## src/rtl/term_scroll_ctrl_if.sv

```systemverilog
// Byte-stream and text-buffer/blit bus between a terminal host and term_scroll_ctrl.
// The host (master) supplies bytes and blit_complete; the controller (slave) drives the rest.
interface term_scroll_ctrl_if #(
  parameter int ADDR_W = 11
) ();
  logic              in_valid;
  logic [7:0]        in_data;
  logic              in_ready;
  logic              wr_en;
  logic [ADDR_W-1:0] wr_addr;
  logic [7:0]        wr_data;
  logic              blit_en;
  logic [ADDR_W-1:0] blit_start;
  logic [ADDR_W-1:0] blit_end;
  logic [7:0]        blit_offset;
  logic              blit_complete;

  modport master (
    output in_valid, in_data, blit_complete,
    input  in_ready, wr_en, wr_addr, wr_data, blit_en, blit_start, blit_end, blit_offset
  );

  modport slave (
    input  in_valid, in_data, blit_complete,
    output in_ready, wr_en, wr_addr, wr_data, blit_en, blit_start, blit_end, blit_offset
  );
endinterface

```

## src/rtl/term_scroll_ctrl.sv

```systemverilog
// Terminal write sequencer: cursor tracking, character writes, CR/LF/BS/FF handling,
// and scrolling via one blit followed by a direct clear of the bottom row.
module term_scroll_ctrl #(
  parameter int COLS   = 80,
  parameter int ROWS   = 25,
  parameter int ADDR_W = 11
) (
  input  logic                clk100,
  input  logic                rst,
  term_scroll_ctrl_if.slave   bus,
  output logic [5:0]          cur_row,
  output logic [6:0]          cur_col,
  output logic                busy
);

  typedef enum logic [1:0] {IDLE, SCROLL_REQ, SCROLL_WAIT, CLEAR} state_t;

  localparam logic [ADDR_W-1:0] BOTTOM_ROW = ADDR_W'((ROWS - 1) * COLS);
  localparam logic [ADDR_W-1:0] LAST_CELL  = ADDR_W'(ROWS * COLS - 1);
  localparam logic [7:0]        SPACE      = 8'h20;

  state_t            state;
  logic [ADDR_W-1:0] clr_last;

  logic              accept;
  logic              is_print;
  logic              is_lf;
  logic              row_last;
  logic              col_last;
  logic              adv_row;
  logic [ADDR_W-1:0] cur_addr;

  // NOTE: every always_comb output gets a value on every path, so no latch is inferred.
  always_comb begin
    accept   = bus.in_valid && bus.in_ready;
    is_print = (bus.in_data >= 8'h20) && (bus.in_data <= 8'h7e);
    is_lf    = (bus.in_data == 8'h0a);
    row_last = (cur_row == 6'(ROWS - 1));
    col_last = (cur_col == 7'(COLS - 1));
    adv_row  = (is_print && col_last) || is_lf;
    cur_addr = ADDR_W'(cur_row) * ADDR_W'(COLS) + ADDR_W'(cur_col);
  end

  // NOTE: sequential state uses non-blocking assignments so every register samples pre-edge values.
  always_ff @(posedge clk100 or posedge rst) begin
    if (rst) begin
      state           <= IDLE;
      clr_last        <= '0;
      cur_row         <= '0;
      cur_col         <= '0;
      busy            <= 1'b0;
      bus.in_ready    <= 1'b0;
      bus.wr_en       <= 1'b0;
      bus.wr_addr     <= '0;
      bus.wr_data     <= '0;
      bus.blit_en     <= 1'b0;
      bus.blit_start  <= '0;
      bus.blit_end    <= '0;
      bus.blit_offset <= '0;
    end else begin
      bus.wr_en   <= 1'b0;
      bus.blit_en <= 1'b0;
      unique case (state)
        IDLE: begin
          bus.in_ready <= 1'b1;
          busy         <= 1'b0;
          if (accept) begin
            if (is_print) begin
              bus.wr_en   <= 1'b1;
              bus.wr_addr <= cur_addr;
              bus.wr_data <= bus.in_data;
              cur_col     <= col_last ? 7'd0 : cur_col + 7'd1;
            end
            if (adv_row && !row_last) cur_row <= cur_row + 6'd1;
            if (adv_row && row_last) begin
              // Row is held at the bottom; the scroll makes room for it.
              state        <= SCROLL_REQ;
              bus.in_ready <= 1'b0;
              busy         <= 1'b1;
            end
            unique case (bus.in_data)
              8'h0d: cur_col <= '0;
              8'h08: if (cur_col != '0) cur_col <= cur_col - 7'd1;
              8'h0c: begin
                cur_row      <= '0;
                cur_col      <= '0;
                state        <= CLEAR;
                bus.in_ready <= 1'b0;
                busy         <= 1'b1;
                bus.wr_en    <= 1'b1;
                bus.wr_addr  <= '0;
                bus.wr_data  <= SPACE;
                clr_last     <= LAST_CELL;
              end
              default: ;
            endcase
          end
        end
        SCROLL_REQ: begin
          bus.blit_en     <= 1'b1;
          bus.blit_start  <= '0;
          bus.blit_end    <= BOTTOM_ROW;
          bus.blit_offset <= 8'(COLS);
          state           <= SCROLL_WAIT;
        end
        SCROLL_WAIT: begin
          if (bus.blit_complete) begin
            state       <= CLEAR;
            bus.wr_en   <= 1'b1;
            bus.wr_addr <= BOTTOM_ROW;
            bus.wr_data <= SPACE;
            clr_last    <= LAST_CELL;
          end
        end
        CLEAR: begin
          if (bus.wr_addr == clr_last) begin
            state        <= IDLE;
            bus.in_ready <= 1'b1;
            busy         <= 1'b0;
          end else begin
            bus.wr_en   <= 1'b1;
            bus.wr_addr <= bus.wr_addr + 1'b1;
          end
        end
        default: state <= IDLE;
      endcase
    end
  end

endmodule

```

## src/flat_wrapper.sv

```systemverilog
// flat-port wrapper written by rule: the top's interface ports become plain ports
module term_scroll_ctrl_flat 
#(
  parameter int COLS   = 80,
  parameter int ROWS   = 25,
  parameter int ADDR_W = 11
)
  (clk100, rst, cur_row, cur_col, busy, bus_in_valid, bus_in_data, bus_blit_complete, bus_in_ready, bus_wr_en, bus_wr_addr, bus_wr_data, bus_blit_en, bus_blit_start, bus_blit_end, bus_blit_offset);
  term_scroll_ctrl_if #(.ADDR_W(ADDR_W)) bus_i ();
  input  logic clk100;
  input  logic rst;
  output logic [5:0] cur_row;
  output logic [6:0] cur_col;
  output logic busy;
  input wire logic [$bits(bus_i.in_valid)-1:0] bus_in_valid;
  input wire logic [$bits(bus_i.in_data)-1:0] bus_in_data;
  input wire logic [$bits(bus_i.blit_complete)-1:0] bus_blit_complete;
  output wire logic [$bits(bus_i.in_ready)-1:0] bus_in_ready;
  output wire logic [$bits(bus_i.wr_en)-1:0] bus_wr_en;
  output wire logic [$bits(bus_i.wr_addr)-1:0] bus_wr_addr;
  output wire logic [$bits(bus_i.wr_data)-1:0] bus_wr_data;
  output wire logic [$bits(bus_i.blit_en)-1:0] bus_blit_en;
  output wire logic [$bits(bus_i.blit_start)-1:0] bus_blit_start;
  output wire logic [$bits(bus_i.blit_end)-1:0] bus_blit_end;
  output wire logic [$bits(bus_i.blit_offset)-1:0] bus_blit_offset;
  assign bus_i.in_valid = bus_in_valid;
  assign bus_i.in_data = bus_in_data;
  assign bus_i.blit_complete = bus_blit_complete;
  assign bus_in_ready = bus_i.in_ready;
  assign bus_wr_en = bus_i.wr_en;
  assign bus_wr_addr = bus_i.wr_addr;
  assign bus_wr_data = bus_i.wr_data;
  assign bus_blit_en = bus_i.blit_en;
  assign bus_blit_start = bus_i.blit_start;
  assign bus_blit_end = bus_i.blit_end;
  assign bus_blit_offset = bus_i.blit_offset;
  term_scroll_ctrl #(.COLS(COLS), .ROWS(ROWS), .ADDR_W(ADDR_W)) u_core (.clk100(clk100), .rst(rst), .bus(bus_i), .cur_row(cur_row), .cur_col(cur_col), .busy(busy));
endmodule
```

## config.mk

```make
export PLATFORM = sky130hd
export DESIGN_NAME = term_scroll_ctrl_flat
export DESIGN_NICKNAME = d
export VERILOG_FILES = /design/src/rtl/term_scroll_ctrl_if.sv /design/src/rtl/term_scroll_ctrl.sv /design/src/flat_wrapper.sv
export SDC_FILE = /design/constraint.sdc
export NUM_CORES = 1
export LEC_CHECK = 0
export ABC_AREA = 1
export BUFFER_PORTS_ARGS = -buffer_cell sky130_fd_sc_hd__buf_2
export CORE_MARGIN = 2
export CORE_UTILIZATION = 28
export CTS_BUF_LIST = sky130_fd_sc_hd__clkbuf_4
export DETAILED_ROUTE_END_ITERATION = 8
export PLACE_DENSITY = 0.53
export SETUP_SLACK_MARGIN = 0.4
export SLEW_MARGIN = 20
export SYNTH_ARGS = -nofsm -noshare
export SYNTH_HDL_FRONTEND = slang
export SYNTH_SLANG_ARGS = --single-unit
```

## constraint.sdc

```tcl
create_clock -name clk100 -period 2.24 [get_ports clk100]
set_clock_uncertainty 0.15 [all_clocks]
set_input_delay 0.448 -clock clk100 [delete_from_list [all_inputs] [get_ports clk100]]
set_output_delay 0.448 -clock clk100 [all_outputs]
set_load 0.1 [all_outputs]
```

# Yosys cells after proc, flatten, opt, wreduce, memory -nomap -nowiden
# Cells that the tools add are included.
# word_totals
register_bits,51
input_bits,12
out_inout_bits,66
word_cells,102
# op_classes
addsub,5
multipliers,1
n_lt_le_gt_ge,2
eq_ne,17
mux,44
n_reduce_logical,21
# op_table
cell,count
$mux W11,8
$pmux W11 S3,1
$eq A8 B4 Y1 const B,4
$mux W8,4
$pmux W11 S2,1
$mux W7,3
$pmux W8 S2,1
$mux W1,14
$pmux W7 S2,1
$mux W6,2
$reduce_and A4 Y1,3
$add A11 B1 Y11 const B,1
$add A11 B7 Y11,1
$eq A11 B11 Y1,1
$mux W2,5
$ge A8 B6 Y1 const B,1
$le A8 B7 Y1 const B,1
$pmux W2 S4,1
$add A7 B1 Y7 const B,1
$eq A7 B7 Y1 const B,1
$mul A6 B3 Y7 const B,1
$reduce_bool A7 Y1,1
$sub A7 B1 Y7 const B,1
$add A6 B1 Y6 const B,1
18 further kinds,31

# Logic depth before layout (Yosys ltp)
# logic_depth
depth_word,9
mapped_depth,13
ltp_nobuf,13

# Worst setup path after synthesis
# OpenSTA, ideal clock, no wires.
# synth_timing
path_type,register to register
start,register u_core.cur_row[3]
end,register u_core.bus.wr_addr[8]
setup_time_ns,0.120
arrival_ns,2.649
required_time_ns,1.970
slack_ns,-0.680
path_stages_with_launch,9
path_buffers,0
synth_period_minus_slack_ns,2.920
path_cell_list,dfrtp_1 ha_1 ha_1 fa_1 or2_2 nand3_1 o211ai_1 nand2_1 nand2_1
# synth_via
elab_chain_len,6
# synth_lines
element,line_no,text
start: declaration,term_scroll_ctrl.sv:11,"output logic [5:0] cur_row,"
start signal: assignment,term_scroll_ctrl.sv:74,if (adv_row && !row_last) cur_row <= cur_row + 6'd1;
$mul A6 B3 Y7,term_scroll_ctrl.sv:41,cur_addr = ADDR_W'(cur_row) * ADDR_W'(COLS) + ADDR_W'(cur_col);
$add A11 B7 Y11,term_scroll_ctrl.sv:41,
$mux W11,term_scroll_ctrl.sv:68,if (is_print) begin
$mux W11,term_scroll_ctrl.sv:81,unique case (bus.in_data)
$mux W11,term_scroll_ctrl.sv:67,if (accept) begin
$pmux W11 S3,term_scroll_ctrl.sv:63,unique case (state)
end signal: assignment,term_scroll_ctrl.sv:70,bus.wr_addr <= cur_addr;
end signal: assignment,term_scroll_ctrl.sv:122,bus.wr_addr <= bus.wr_addr + 1'b1;
end: declaration,term_scroll_ctrl_if.sv:25,"output in_ready, wr_en, wr_addr, wr_data, blit_en, blit_start, blit_end, blit_offset"
# No other way between the ends. The select of a mux whose other input is x is not followed.
# A chain may end at the register's enable or synchronous reset.

# Worst setup path after layout
# layout_timing
start,register u_core.cur_row[2]
end,register u_core.bus.wr_addr[9]
# The elaborated chain is that of the path after synthesis.

==> run metrics <==
status=complete, but fails checks; violated checks=negative setup slack; asr flop ratio synth=1.00; Die Wd=around 110 microns; DR iter-0 viols=172; predominant post-synthesis flop cell=dfrtp_1; Antenna Nets Post-Route=0; final hold violation count=0; R2R cell count=10; slowest stage cell, crit path=fa_2; fin. max-slew vios=0; antenna diode count=0; Syn Inst Count=around 490; drt first pass iters=4; post-synthesis sequential element count=40; Max stage delay on crit path=about 0.63 ns; sequential share of the synthesized area=0.297; Synth top area share=0.297; Clock Tree Buf Depth=2; IO Pins=about 80; final net count=600; CP Capture Point=u_core.bus.wr_addr[9]; Remaining DRCs=0; cts-stage hold buffer count=0; Relative slew margins=0.642; cell chain of the critical path=ha_1 -> fa_2 -> nand2_2 -> inv_2 -> nand4_1 -> nand3_1 -> nand3_1 -> nand3_1 -> nand2_1 -> nand2_1; worst-path maximum fanout=5; IO Port Bufs=between 50 and 60; TritonCTS clock tree=yes; syn_area_per_cell=6.95 sq um; synth cell count leaders=nand2_1, nand3_1, dfrtp_1, inv_1, nor2_1; total gr overflow=0; core area=between 10000 and 15000 sq um; Die ar.=approximately 13000 sq um; detailed placement HPWL=between 6000 and 7000 microns; layout cell share with drive strength beyond 1=0.370; CP Launch Type=flip-flop; final setup fails=1; Initial Util=0.284; top cell type by total area after synthesis=dfrtp_1; vias per inst=~4.6; CTS H-tree lvls=2; total routed wirelength=9470 microns; die height=114 microns; Crit. Startpoint=u_core.cur_row[2]; Area growth syn-to-layout=37.7%; # rows=40; initial antenna violation count=0; Max-Cap Viols=0; Arr. time, crit path=about 2.4 ns; post-placement setup slack=0.0259 ns; top-count cell post-synth=nand2_1; via count=around 3300; root buf cell=clkbuf_4; Slew @ Worst Pin=about 0.54 ns; first-pass GRT wire length=about 15000 microns; crit share post-route=1.00; number of synthesized flops with an enable pin=0; worst reg2reg startpoint=u_core.cur_row[2]; final setup margin=-0.00299 ns; Fin Setup TNS=-0.00299 ns; largest net degree at the start of global routing=between 40 and 50; Cell Area, Placed=between 3000 and 4000 sq um; Power Total=between 0.006 and 0.007 W; max frequency=~0.45 GHz; RSZ-0062 raised after global routing=true; Finished Core Util=0.392; reg-to-reg endpoint=u_core.bus.wr_addr[9]; most frequent CP cell=nand3_1; ranking of synthesized cells by area=dfrtp_1, nand2_1, buf_4; vias in the first global route=around 3000; Max IR drop VDD=about 440 uV; R2R Setup Slk=-0.003 ns; CP Capture Type=flip-flop; synthesized area=3370 sq um; critical path class=reg2reg; WP data required=2.39 ns; min-delay worst type=in2async; total track usage=0.142; LEAKAGE=about 2.3 nW; Yosys cell types=39; Power Density=approximately 1300 nW/um^2; Worst-path clk slew=around 0.14 ns; clock sinks=40; GPL Wtd Cong=around 0.87; WL/cell=between 10 and 15 microns; Num CTS Buffers=5; clk_lat worst skew=~0.36 ns; post-route minimum period=between 2 and 2.5 ns; Design Area, Final=4640 sq um; Yosys Warn Count=0
-- worst min-delay path by stage --
stage,start,endpoint,slack (ns)
6_report,rst,u_core.state[1],0.05
5_1_grt,rst,u_core.bus.wr_data[2],0.09
4_1_cts,rst,u_core.state[1],0.06
3_5_place_dp,u_core.bus.wr_data[7],u_core.bus.wr_data[7],0.32
3_3_place_gp,u_core.bus.wr_data[7],u_core.bus.wr_data[7],0.32
2_1_floorplan,u_core.clr_last[9],u_core.clr_last[9],0.29
-- through the flow --
stage	hold slack [ns]	instances
after detailed placement	0.321	686
after global placement	0.319	686
after floorplan	0.286	508
final	0.0541	715
after global routing	0.0855	715
after CTS	0.0642	704
-- layout make-up --
| class | count | area, sq um |
|---|---|---|
| inverters | 48 | 205 |
| repair buffers | 88 | 726 |
| clock inverters | 3 | 90.1 |
| repair inverters | 1 | 6.26 |
| fillers | 1219 | 7220 |
| clock buffers | 5 | 37.5 |
| multi-input cells | 383 | 2340 |
| flip-flops and latches | 40 | 1050 |
| well taps | 147 | 184 |
-- what timing repair did --
action	4_1_cts	5_1_grt
setup endpoints to repair	53	50
resized for setup	51	84
setup buffers	10	10
cloned	0	1
pin swaps	5	24
-- routing by layer --
layer	track usage	vias to the layer above	wire length (microns)
met3	0.0271	5	351
li1	-	1674	-
met2	0.233	65	4680
met4	0.0301	0	63
met1	0.195	1544	4380
met5	0	-	0
-- worst max-delay path: cells and delay by family (launching register included) --
kind	cells	cell delay [ns]
buf+inv	1	0.05
flops	1	0.52
simple gates	7	0.49
fa+ha+maj	2	0.98
-- power breakdown --
group          internal [W]  switching [W]  total (W)
clock network      0.000460       0.000267   0.000726
registers          0.000979       0.000297    0.00128
logic               0.00108        0.00297    0.00405
total               0.00252        0.00353    0.00605
-- logic make-up (layout without fill, tap and decap cells) --
| logic type | after synthesis | count (layout) | synth area share |
|---|---|---|---|
| compound gates | 45 | 45 | 0.0794 |
| other cells | 1 | 24 | 0.00111 |
| fa+ha+maj | 21 | 21 | 0.0824 |
| xor+xnor | 10 | 10 | 0.0260 |
| buf+inv | 85 | 145 | 0.135 |
| flops | 40 | 40 | 0.297 |
| simple gates | 283 | 283 | 0.379 |
-- layout by cell type, fill, tap and decap left out, types with 7 or more instances in the layout --
cell type  instances
dfrtp_4            9
nor2_1            37
inv_2              9
ha_4              10
nand2_1          133
dfrtp_1           18
clkbuf_4          14
o21ai_1            7
nand3_2            9
nand3_1           39
o21ai_0            9
ha_1               9
nand4_1            7
nand2_2           21
dfrtp_2           13
inv_1             34
buf_2             22
buf_6             10
conb_1            24
a21oi_1           10
buf_4             40
-- registers in the layout, summed over array words and instances, names as in the netlist --
name,cells
u_core.bus.wr_addr,11
u_core.bus.wr_data,8
u_core.cur_col,7
u_core.cur_row,6
u_core.state,2
u_core.bus.blit_en,1
u_core.bus.blit_end,1
u_core.bus.in_ready,1
u_core.bus.wr_en,1
u_core.busy,1
u_core.clr_last,1
(Power assumes the default switching activity.)
